==> config.mk <==
export PLATFORM = sky130hd
export DESIGN_NAME = mii_rx_frame_flat
export DESIGN_NICKNAME = d
export VERILOG_FILES = /design/src/rtl/mii_rx_frame_if.sv /design/src/rtl/mii_rx_frame.sv /design/src/flat_wrapper.sv
export SDC_FILE = /design/constraint.sdc
export NUM_CORES = 1
export LEC_CHECK = 0
export ABC_AREA = 1
export BUFFER_PORTS_ARGS = -buffer_cell sky130_fd_sc_hd__buf_2
export CORE_ASPECT_RATIO = 1.75
export CORE_MARGIN = 2
export CORE_UTILIZATION = 50
export CTS_CLUSTER_DIAMETER = 80
export DETAILED_ROUTE_END_ITERATION = 8
export PLACE_DENSITY = 0.71
export SYNTH_ARGS = -nofsm -noshare
export SYNTH_HDL_FRONTEND = slang
export SYNTH_SLANG_ARGS = --single-unit
export TNS_END_PERCENT = 50
==> constraint.sdc <==
create_clock -name clk -period 3.9 [get_ports clk]
set_input_delay 0.195 -clock clk [delete_from_list [all_inputs] [get_ports clk]]
set_output_delay 0.195 -clock clk [all_outputs]
set_load 0.01 [all_outputs]
==> src/rtl/mii_rx_frame_if.sv <==
// MII receive pins on one side and the byte stream/frame counters on the other.
// slave = the framer, master = whoever drives the PHY pins and observes the stream.
interface mii_rx_frame_if;
  logic        mii_rxdv;
  logic [3:0]  mii_rxd;
  logic        mii_rxer;
  logic [7:0]  out_data;
  logic        out_valid;
  logic        out_sof;
  logic        out_eof;
  logic        out_err;
  logic [15:0] good_count;
  logic [15:0] bad_count;

  modport slave (
    input  mii_rxdv, mii_rxd, mii_rxer,
    output out_data, out_valid, out_sof, out_eof, out_err, good_count, bad_count
  );

  modport master (
    output mii_rxdv, mii_rxd, mii_rxer,
    input  out_data, out_valid, out_sof, out_eof, out_err, good_count, bad_count
  );
endinterface

==> src/rtl/mii_rx_frame.sv <==
// MII receive framer: strips preamble/SFD, packs nibbles (low first) into bytes,
// checks FCS/length/alignment/PHY errors and keeps good/bad frame counters.
module mii_rx_frame #(
  parameter int MIN_FRAME = 64,
  parameter int MAX_FRAME = 1518,
  parameter int CHECK_CRC = 1
) (
  input logic           clk,
  input logic           rst_n,
  mii_rx_frame_if.slave bus
);

  // Stream handshake: out_valid marks a byte in the cycle it is presented; there is
  // no ready, the consumer must accept every valid byte. sof/eof/err qualify with valid.

  localparam logic [31:0] CRC_POLY    = 32'hEDB8_8320;
  localparam logic [31:0] CRC_INIT    = 32'hFFFF_FFFF;
  localparam logic [31:0] CRC_RESIDUE = 32'hDEBB_20E3;
  localparam logic [10:0] MIN_LEN     = 11'(MIN_FRAME);
  localparam logic [10:0] MAX_LEN     = 11'(MAX_FRAME);
  localparam logic [10:0] CNT_SAT     = 11'h7FF;

  typedef enum logic [1:0] {
    IDLE     = 2'd0,
    PREAMBLE = 2'd1,
    DATA     = 2'd2,
    DROP     = 2'd3
  } state_t;

  state_t state, state_nxt;

  logic        rxdv_r;
  logic [3:0]  rxd_r;
  logic        rxer_r;
  logic        in_ok;
  logic        synced;

  logic        phase;
  logic [3:0]  lo_nib;
  logic [7:0]  hold;
  logic        hold_valid;
  logic        first;
  logic [31:0] crc;
  logic [10:0] byte_cnt;
  logic        rxer_seen;

  logic        start_data;
  logic        byte_done;
  logic        close_frame;
  logic        drop_end;
  logic        frame_bad;
  logic [7:0]  new_byte;

  function automatic logic [31:0] crc_byte(input logic [31:0] c_in, input logic [7:0] d);
    logic [31:0] c;
    c = c_in ^ {24'd0, d};
    for (int i = 0; i < 8; i++) begin
      c = c[0] ? ((c >> 1) ^ CRC_POLY) : (c >> 1);
    end
    return c;
  endfunction

  // Single input register stage; in_ok/synced make sure a frame already running
  // when reset is released is dropped instead of being half-parsed.
  always_ff @(posedge clk or negedge rst_n) begin
    if (!rst_n) begin
      rxdv_r <= 1'b0;
      rxd_r  <= 4'd0;
      rxer_r <= 1'b0;
      in_ok  <= 1'b0;
      synced <= 1'b0;
    end else begin
      rxdv_r <= bus.mii_rxdv;
      rxd_r  <= bus.mii_rxd;
      rxer_r <= bus.mii_rxer;
      in_ok  <= 1'b1;
      if (in_ok && !rxdv_r) synced <= 1'b1;
    end
  end

  always_ff @(posedge clk or negedge rst_n) begin
    if (!rst_n) state <= IDLE;
    else        state <= state_nxt;
  end

  always_comb begin
    state_nxt   = state;
    start_data  = 1'b0;
    byte_done   = 1'b0;
    close_frame = 1'b0;
    drop_end    = 1'b0;
    unique case (state)
      IDLE: begin
        if (rxdv_r) state_nxt = (synced && rxd_r == 4'h5) ? PREAMBLE : DROP;
      end
      PREAMBLE: begin
        if (!rxdv_r) begin
          state_nxt = IDLE;
        end else if (rxd_r == 4'hD) begin
          state_nxt  = DATA;
          start_data = 1'b1;
        end else if (rxd_r != 4'h5) begin
          state_nxt = DROP;
        end
      end
      DATA: begin
        if (!rxdv_r) begin
          state_nxt   = IDLE;
          close_frame = 1'b1;
        end else if (phase) begin
          byte_done = 1'b1;
        end
      end
      DROP: begin
        if (!rxdv_r) begin
          state_nxt = IDLE;
          drop_end  = 1'b1;
        end
      end
      default: state_nxt = IDLE;
    endcase
  end

  assign new_byte  = {rxd_r, lo_nib};
  // phase=1 at close means a dangling low nibble (dribble bits).
  assign frame_bad = ((CHECK_CRC != 0) && (crc != CRC_RESIDUE))
                   | (byte_cnt < MIN_LEN) | (byte_cnt > MAX_LEN)
                   | phase | rxer_seen;

  always_ff @(posedge clk or negedge rst_n) begin
    if (!rst_n) begin
      phase          <= 1'b0;
      lo_nib         <= 4'd0;
      hold           <= 8'd0;
      hold_valid     <= 1'b0;
      first          <= 1'b0;
      crc            <= CRC_INIT;
      byte_cnt       <= 11'd0;
      rxer_seen      <= 1'b0;
      bus.out_data   <= 8'd0;
      bus.out_valid  <= 1'b0;
      bus.out_sof    <= 1'b0;
      bus.out_eof    <= 1'b0;
      bus.out_err    <= 1'b0;
      bus.good_count <= 16'd0;
      bus.bad_count  <= 16'd0;
    end else begin
      bus.out_valid <= 1'b0;
      bus.out_sof   <= 1'b0;
      bus.out_eof   <= 1'b0;
      bus.out_err   <= 1'b0;

      if (start_data) begin
        phase      <= 1'b0;
        hold_valid <= 1'b0;
        first      <= 1'b1;
        crc        <= CRC_INIT;
        byte_cnt   <= 11'd0;
        rxer_seen  <= 1'b0;
      end

      if (state == DATA && rxdv_r) begin
        phase <= ~phase;
        if (!phase) lo_nib <= rxd_r;
        if (rxer_r) rxer_seen <= 1'b1;
      end

      // The previously held byte goes out when its successor completes.
      if (byte_done) begin
        crc        <= crc_byte(crc, new_byte);
        if (byte_cnt != CNT_SAT) byte_cnt <= byte_cnt + 11'd1;
        hold       <= new_byte;
        hold_valid <= 1'b1;
        if (hold_valid) begin
          bus.out_valid <= 1'b1;
          bus.out_data  <= hold;
          bus.out_sof   <= first;
          first         <= 1'b0;
        end
      end

      if (close_frame) begin
        hold_valid <= 1'b0;
        crc        <= CRC_INIT;
        if (hold_valid) begin
          bus.out_valid <= 1'b1;
          bus.out_data  <= hold;
          bus.out_sof   <= first;
          bus.out_eof   <= 1'b1;
          bus.out_err   <= frame_bad;
          first         <= 1'b0;
          if (frame_bad) bus.bad_count  <= bus.bad_count + 16'd1;
          else           bus.good_count <= bus.good_count + 16'd1;
        end else begin
          bus.bad_count <= bus.bad_count + 16'd1;
        end
      end

      if (drop_end) bus.bad_count <= bus.bad_count + 16'd1;
    end
  end

endmodule

==> src/flat_wrapper.sv <==
// flat-port wrapper written by rule: the top's interface ports become plain ports
module mii_rx_frame_flat 
#(
  parameter int MIN_FRAME = 64,
  parameter int MAX_FRAME = 1518,
  parameter int CHECK_CRC = 1
)
  (clk, rst_n, bus_mii_rxdv, bus_mii_rxd, bus_mii_rxer, bus_out_data, bus_out_valid, bus_out_sof, bus_out_eof, bus_out_err, bus_good_count, bus_bad_count);
  mii_rx_frame_if bus_i ();
  input logic clk;
  input logic rst_n;
  input wire logic [$bits(bus_i.mii_rxdv)-1:0] bus_mii_rxdv;
  input wire logic [$bits(bus_i.mii_rxd)-1:0] bus_mii_rxd;
  input wire logic [$bits(bus_i.mii_rxer)-1:0] bus_mii_rxer;
  output wire logic [$bits(bus_i.out_data)-1:0] bus_out_data;
  output wire logic [$bits(bus_i.out_valid)-1:0] bus_out_valid;
  output wire logic [$bits(bus_i.out_sof)-1:0] bus_out_sof;
  output wire logic [$bits(bus_i.out_eof)-1:0] bus_out_eof;
  output wire logic [$bits(bus_i.out_err)-1:0] bus_out_err;
  output wire logic [$bits(bus_i.good_count)-1:0] bus_good_count;
  output wire logic [$bits(bus_i.bad_count)-1:0] bus_bad_count;
  assign bus_i.mii_rxdv = bus_mii_rxdv;
  assign bus_i.mii_rxd = bus_mii_rxd;
  assign bus_i.mii_rxer = bus_mii_rxer;
  assign bus_out_data = bus_i.out_data;
  assign bus_out_valid = bus_i.out_valid;
  assign bus_out_sof = bus_i.out_sof;
  assign bus_out_eof = bus_i.out_eof;
  assign bus_out_err = bus_i.out_err;
  assign bus_good_count = bus_i.good_count;
  assign bus_bad_count = bus_i.bad_count;
  mii_rx_frame #(.MIN_FRAME(MIN_FRAME), .MAX_FRAME(MAX_FRAME), .CHECK_CRC(CHECK_CRC)) u_core (.clk(clk), .rst_n(rst_n), .bus(bus_i));
endmodule
==> results.md, run 1 <==
* I/O pins at 52
* Synth area leader: dfrtp_1
* Mapped Area at 0.00667 mm²
* Slew margin rel. at 39.6%
* RR Startpoint: u_core.rxdv_r$_DFF_PN0_
* Grt ovf at 0
* Root Driver: clkbuf_16
* Max-cap violation count at 0
* Clock insertion delay at the later pin of the skew report at 410 ps
* Full die area at 0.0143 mm²
* Clock tree buffer depth at 2
* Layout cells sized above 1 at 17.1%
* Iteration-0 DRC Markers at 258
* Cell mode on critical path: nand2_1
* Routability congestion estimate at 0.951
* Most frequent cells in the layout: nand2_1, inv_1, nor2_1
* LEAKAGE at 3.82 nW
* Pwr dens at 803 mW/mm²
* Hold-fix buffers, CTS at 7
* Status: finished, final reports clean
* Async SR Flop Fraction at 100%
* Dpl cells at 1,091
* Worst setup path class: flop to flop
* Clock Skews at 9.59 ps
* IO buf count at 51
* Final setup viols at 0
* Min Tclk post-route at 2310 ps
* Post-DP HPWL at 12,400 µm
* Slew @ Worst Pin at 907 ps
* Peak VDD IR at 0.000407 V
* Antenna violations before repair at 0
* TritonCTS clock tree: built
* Core region area at 0.0130 mm²
* Non-filler cells, final at 1,130
* Yosys reg bits at 113
* GRT Total Usage at 25.2%
* Buffer count from post-CTS setup fixing at 0
* First-pass GRT wire length at 28,100 µm
* First-pass iteration count of the detailed router at 5
* Final hold vios at 0
* Reg2reg path depth at 10
* RSZ-0062 raised after global routing: no
* RR Endpoint: u_core.crc[23]$_DFFE_PN1P_
* Setup TNS Final at 0 ps
* Routed Antenna Nets at 0
* Clock transition at path regs at 50 ps
* # DRC at 0
* Vias in the first global route at 5,751
* Top_reg_cell synth: dfrtp_1
* Die W at 91.3 µm
* Worst setup EP type: flop
* Setup crit start kind: flop
* Yosys top cell area share at 30.4%
* Number of flops mapped to enable cells by yosys at 0
* Ant. Diodes at 0
* Worst path buffer plus inverter count at 2
* Post_cts resized at 0
* Synth Instances at 880
* Vias per std cell at 5.12
* Final WL at 17,100 µm
* R2R setup slack at 1590 ps
* H-tree lvl count at 4
* Req. time, crit path at 4240 ps
* Pin count of the biggest net entering global routing at 72
* Layout area overhead at 16.7%
* CTS buffer count at 17
* Row cnt at 55
* Crit path DAT at 2650 ps
* Hold Crit Start: bus_mii_rxdv
* Synth warn at 0
* Final net count at 957
* Initial core utilization at 51.3%
* FILL cells at 1,193
* Syn nets at 891
* WHS Endpoint: u_core.rxdv_r$_DFF_PN0_
* Sequential fraction of the synthesis area at 43.0%
* Final Slew Violations at 0
* Fmax at 434 MHz
* Hold Crit Class: input pin to flop
* Hold Path Depth at 2
* Commonest non-fill, non-tap cell in the layout: nand2_1
* Vias after detailed routing at 5,782
* CTS Sinks at 113
* Maximum fanout along the worst path at 25
* Largest delay contributor family on the critical path: simple AND/OR/NAND/NOR gates
* Die H at 157 µm
* Slowest stage delay, CP at 420 ps
* Library cells used by synthesis at 43
* Mapped Avg Cell Area at 7.58 µm²
* Cell chain of the critical path: nand2_1 > nor2_2 > inv_2 > nor2_4 > nor2_1 > nand2_2 > inv_2 > nand2_1 > nand2_1 > nor2_1
* Tcrit/Tclk final at 59.1%
* Wire per inst at 15.1 µm
* Slowest CP cell: nand2_2
* Top cells by area, synth: dfrtp_1, nand2_1, dfstp_2
## area by class of cell
class	instances	area (µm²)	share of cell area (%)
sequential	113	2870	36.8
tap	171	214	2.75
timing repair buffer	61	350	4.50
multi-input combinational	610	3180	40.8
inverter	143	539	6.92
clock inverter	12	180	2.31
clock buffer	20	457	5.86
## logic make-up (layout without fill, tap and decap cells)
| logic type | count (synthesis) | after routing | synth area share [%] |
|---|---|---|---|
| flip-flops | 113 | 113 | 43.0 |
| AO/OA/AOI/OAI | 100 | 100 | 7.99 |
| other | 1 | 1 | 0.0562 |
| XOR/XNOR | 71 | 71 | 10.6 |
| buffers and inverters | 157 | 236 | 9.38 |
| AND/OR/NAND/NOR | 435 | 435 | 28.4 |
| adder cells (fa/ha/maj) | 3 | 3 | 0.563 |
## stage by stage
step	hold slack [ps]	cell area, µm²	power (mW)	setup WS (ps)	util, %
after floorplan	-101	6670	3.83	2140	-
after global placement	305	7080	4.48	1700	54.4
after detailed placement	306	7080	4.52	1630	54.4
after CTS	415	7790	6.24	1590	59.9
after global routing	430	7790	6.66	1400	59.9
final	429	7790	6.25	1590	59.9
## power breakdown
| part | total [mW] | switching (mW) | internal [mW] |
|---|---|---|---|
| Combinational | 2.69 | 1.80 | 0.893 |
| Clock | 1.67 | 0.565 | 1.11 |
| Sequential | 1.89 | 0.328 | 1.56 |
| Total | 6.25 | 2.69 | 3.56 |
## state kept, by name (all words and copies together) (netlist names), 2 cells and up, named ones only
name	count
u_core.crc	32
u_core.state	2
u_core.hold	8
u_core.byte_cnt	11
u_core.rxd_r	4
u_core.bus.good_count	16
u_core.bus.bad_count	16
u_core.lo_nib	4
## synth_stat cells, types with 3 or more instances
library cell,number
o21ai_1,4
inv_1,134
nor4_1,3
buf_4,3
xnor2_1,16
nand2_1,243
dfrtp_1,81
nor2_4,4
clkbuf_1,3
inv_2,8
nor2_1,85
nand3_1,44
buf_2,6
dfstp_2,32
nand2_2,5
o21ai_0,58
ha_1,3
nor2_2,9
o21ai_2,3
o22ai_1,11
xor2_1,48
nor3_1,14
xnor2_4,3
nand4_1,14
xor2_2,3
a21oi_1,21
## worst max-delay path by stage
stage	startpoint	to	depth (start not counted)
global placement	u_core.state[0]$_DFFE_PN0P_	u_core.crc[23]$_DFFE_PN1P_	8
CTS	u_core.rxdv_r$_DFF_PN0_	u_core.crc[23]$_DFFE_PN1P_	10
global route	u_core.state[0]$_DFFE_PN0P_	u_core.crc[23]$_DFFE_PN1P_	8
finish	u_core.rxdv_r$_DFF_PN0_	u_core.crc[23]$_DFFE_PN1P_	10
detailed placement	u_core.state[0]$_DFFE_PN0P_	u_core.crc[23]$_DFFE_PN1P_	8
floorplan	u_core.crc[5]$_DFFE_PN1P_	u_core.bus.bad_count[13]$_DFFE_PN0P_	13
## layer usage
| layer | GRT usage (%) | routed length [µm] |
|---|---|---|
| met5 | 0 | 0 |
| met4 | 14.9 | 867 |
| met3 | 4.38 | 547 |
| met2 | 47.2 | 9340 |
| met1 | 25.9 | 6320 |
Note: power is estimated with default switching activity, not from simulation.
==> inputs of run 2 (changes only) <==
clock period = 2.3 ns   (was 3.9 ns; I/O delays follow)
==> results.md, run 2 (same netlist as run 1, synthesis figures left out) <==
* GRT Total Usage at 25.8% (+0.58 points)
* Clock insertion delay at the later pin of the skew report at 420 ps (about the same)
* Req. time, crit path at 2610 ps (-1630 ps)
* Buffer count from post-CTS setup fixing at 0 (unchanged)
* Final WL at 17,200 µm (+0.98%)
* Die H at 157 µm (unchanged)
* Die W at 91.3 µm (unchanged)
* Setup crit start kind: flop
* Root Driver: clkbuf_16
* Slowest stage delay, CP at 580 ps (+160 ps)
* Most frequent cells in the layout: nand2_1, inv_1, nor2_1
* Cell mode on critical path: nand2_1
* Min Tclk post-route at 2020 ps (-282 ps)
* Antenna violations before repair at 0 (unchanged)
* Non-filler cells, final at 1,142 (+1.1%)
* Initial core utilization at 51.3% (unchanged)
* Routed Antenna Nets at 0 (unchanged)
* Final Util at 60.8% (+0.95 points)
* Dpl cells at 1,103 (+1.1%)
* First-pass GRT wire length at 28,700 µm (+2.3%)
* CTS buffer count at 17 (unchanged)
* Largest delay contributor family on the critical path: simple AND/OR/NAND/NOR gates
* Setup crit start: u_core.crc[31]$_DFFE_PN1P_
* Cell chain of the critical path: nand2_1 > nor2_1 > nand2_1 > nor2_1 > nand2_1 > nor2_2 > nand3_4 > nor2_4 > nand3_1 > nand2_1 > nand2_1
* Worst setup EP type: flop
* Hold Crit Class: input pin to asynchronous set/reset pin
* Hold slack at 157 ps (-272 ps)
* Final Slew Violations at 0 (unchanged)
* Layout cells sized above 1 at 17.9% (+0.82 points)
* Crit path DAT at 2330 ps (-320 ps)
* Fmax at 494 MHz (+14%)
* Maximum fanout along the worst path at 8 (-68%)
* Max-cap violation count at 0 (unchanged)
* Crit. path cell count at 11 (+1)
* Final setup viols at 0 (unchanged)
* LEAKAGE at 3.90 nW (+1.9%)
* Wire per inst at 15.1 µm (about the same)
* CTS Sinks at 113 (unchanged)
* TritonCTS clock tree: built
* First-pass iteration count of the detailed router at 5 (unchanged)
* Vias per std cell at 5.13 (+0.28%)
* Setup TNS Final at 0 ps (unchanged)
* Commonest non-fill, non-tap cell in the layout: nand2_1
* Post-DP HPWL at 12,700 µm (+2.5%)
* Full die area at 0.0143 mm² (unchanged)
* Slew @ Worst Pin at 556 ps (-350 ps)
* Number of flip-flops in the largest register at 32 (unchanged)
* Pin count of the biggest net entering global routing at 59 (-18%)
* Layout area overhead at 18.6%
* R2R setup slack at 280 ps (-1320 ps)
* Status: finished, final reports clean
* Final net count at 969 (+1.3%)
* Reg with most FFs: u_core.crc
* I/O pins at 52 (unchanged)
* Ant. Diodes at 0 (unchanged)
* Slowest CP cell: dfstp_2
* Core region area at 0.0130 mm² (unchanged)
* Routability congestion estimate at 1.01 (+6.2%)
* Overall Power at 10.9 mW (+74%)
* Slew margin rel. at 62.6% (+23 points)
* H-tree lvl count at 4 (unchanged)
* Vias in the first global route at 5,977 (+3.9%)
* Peak VDD IR at 0.000639 V (+57%)
* Iteration-0 DRC Markers at 343 (+33%)
* Largest regs: u_core.crc (32), u_core.bus.bad_count (16), u_core.bus.good_count (16)
* Worst path buffer plus inverter count at 0 (-2)
* Row cnt at 55 (unchanged)
* Tcrit/Tclk final at 88.0% (+29 points)
* Clock Skews at 11.8 ps (+2.22 ps)
* Reg2reg path depth at 11 (+1)
* RR Endpoint: u_core.bus.good_count[13]$_DFFE_PN0P_
* Grt ovf at 0 (unchanged)
* Final hold vios at 0 (unchanged)
* # DRC at 0 (unchanged)
* RR Startpoint: u_core.crc[31]$_DFFE_PN1P_
* Pwr dens at 1370 mW/mm² (+71%)
* IO buf count at 51 (unchanged)
* Clock tree buffer depth at 2 (unchanged)
* Vias after detailed routing at 5,860 (+1.3%)
* Worst setup path class: flop to flop
* Clock transition at path regs at 60 ps (about the same)
* RSZ-0062 raised after global routing: no
[run 2: final cells by class]
type | instances | area [µm²]
Fill cell | 1146 | 5090
Multi-Input combinational cell | 610 | 3180
Sequential cell | 113 | 2870
Inverter | 143 | 539
Clock buffer | 23 | 478
Timing Repair Buffer | 73 | 453
Tap cell | 171 | 214
Clock inverter | 9 | 180
[run 2: through the flow]
step / setup slack, ps / instance area, µm²
after floorplan: 542 / 6670
after global placement: 375 / 7180
after detailed placement: 334 / 7180
after CTS: 298 / 7910
after global routing: 119 / 7910
final: 277 / 7910
[run 2: how the worst max path moves through the flow]
stage | to
floorplan | u_core.bus.bad_count[13]$_DFFE_PN0P_
CTS | u_core.bus.good_count[13]$_DFFE_PN0P_
global route | u_core.bus.good_count[13]$_DFFE_PN0P_
detailed placement | u_core.bus.good_count[13]$_DFFE_PN0P_
finish | u_core.bus.good_count[13]$_DFFE_PN0P_
global placement | u_core.bus.bad_count[13]$_DFFE_PN0P_
[run 2: repair_timing]
action / 4_1_cts / 5_1_grt
resized for setup: 0 / 0
hold buffers: 7 / 0
hold endpoints to repair: 31 / 0
[run 2: worst register-to-register path: cells and delay by family, from the launching register on]
kind | cells | cell delay [ps]
DFF | 1 | 580
and+or+nand+nor | 11 | 1360
[run 2: routing by layer]
layer  part of all wire, %  vias to the layer above  global-route usage [%]  wire [µm]
met4                   5.5                        0                    15.3        951
met5                     0                        -                       0          0
met3                   3.8                       64                    4.57        648
li1                      -                     2894                       -          -
met2                    54                      154                    48.2       9250
met1                    37                     2748                    26.5       6390
[run 2: where the power goes]
group	internal, mW	switching (mW)
clock	2.01	0.916
combinational	1.67	3.09
sequential	2.65	0.537
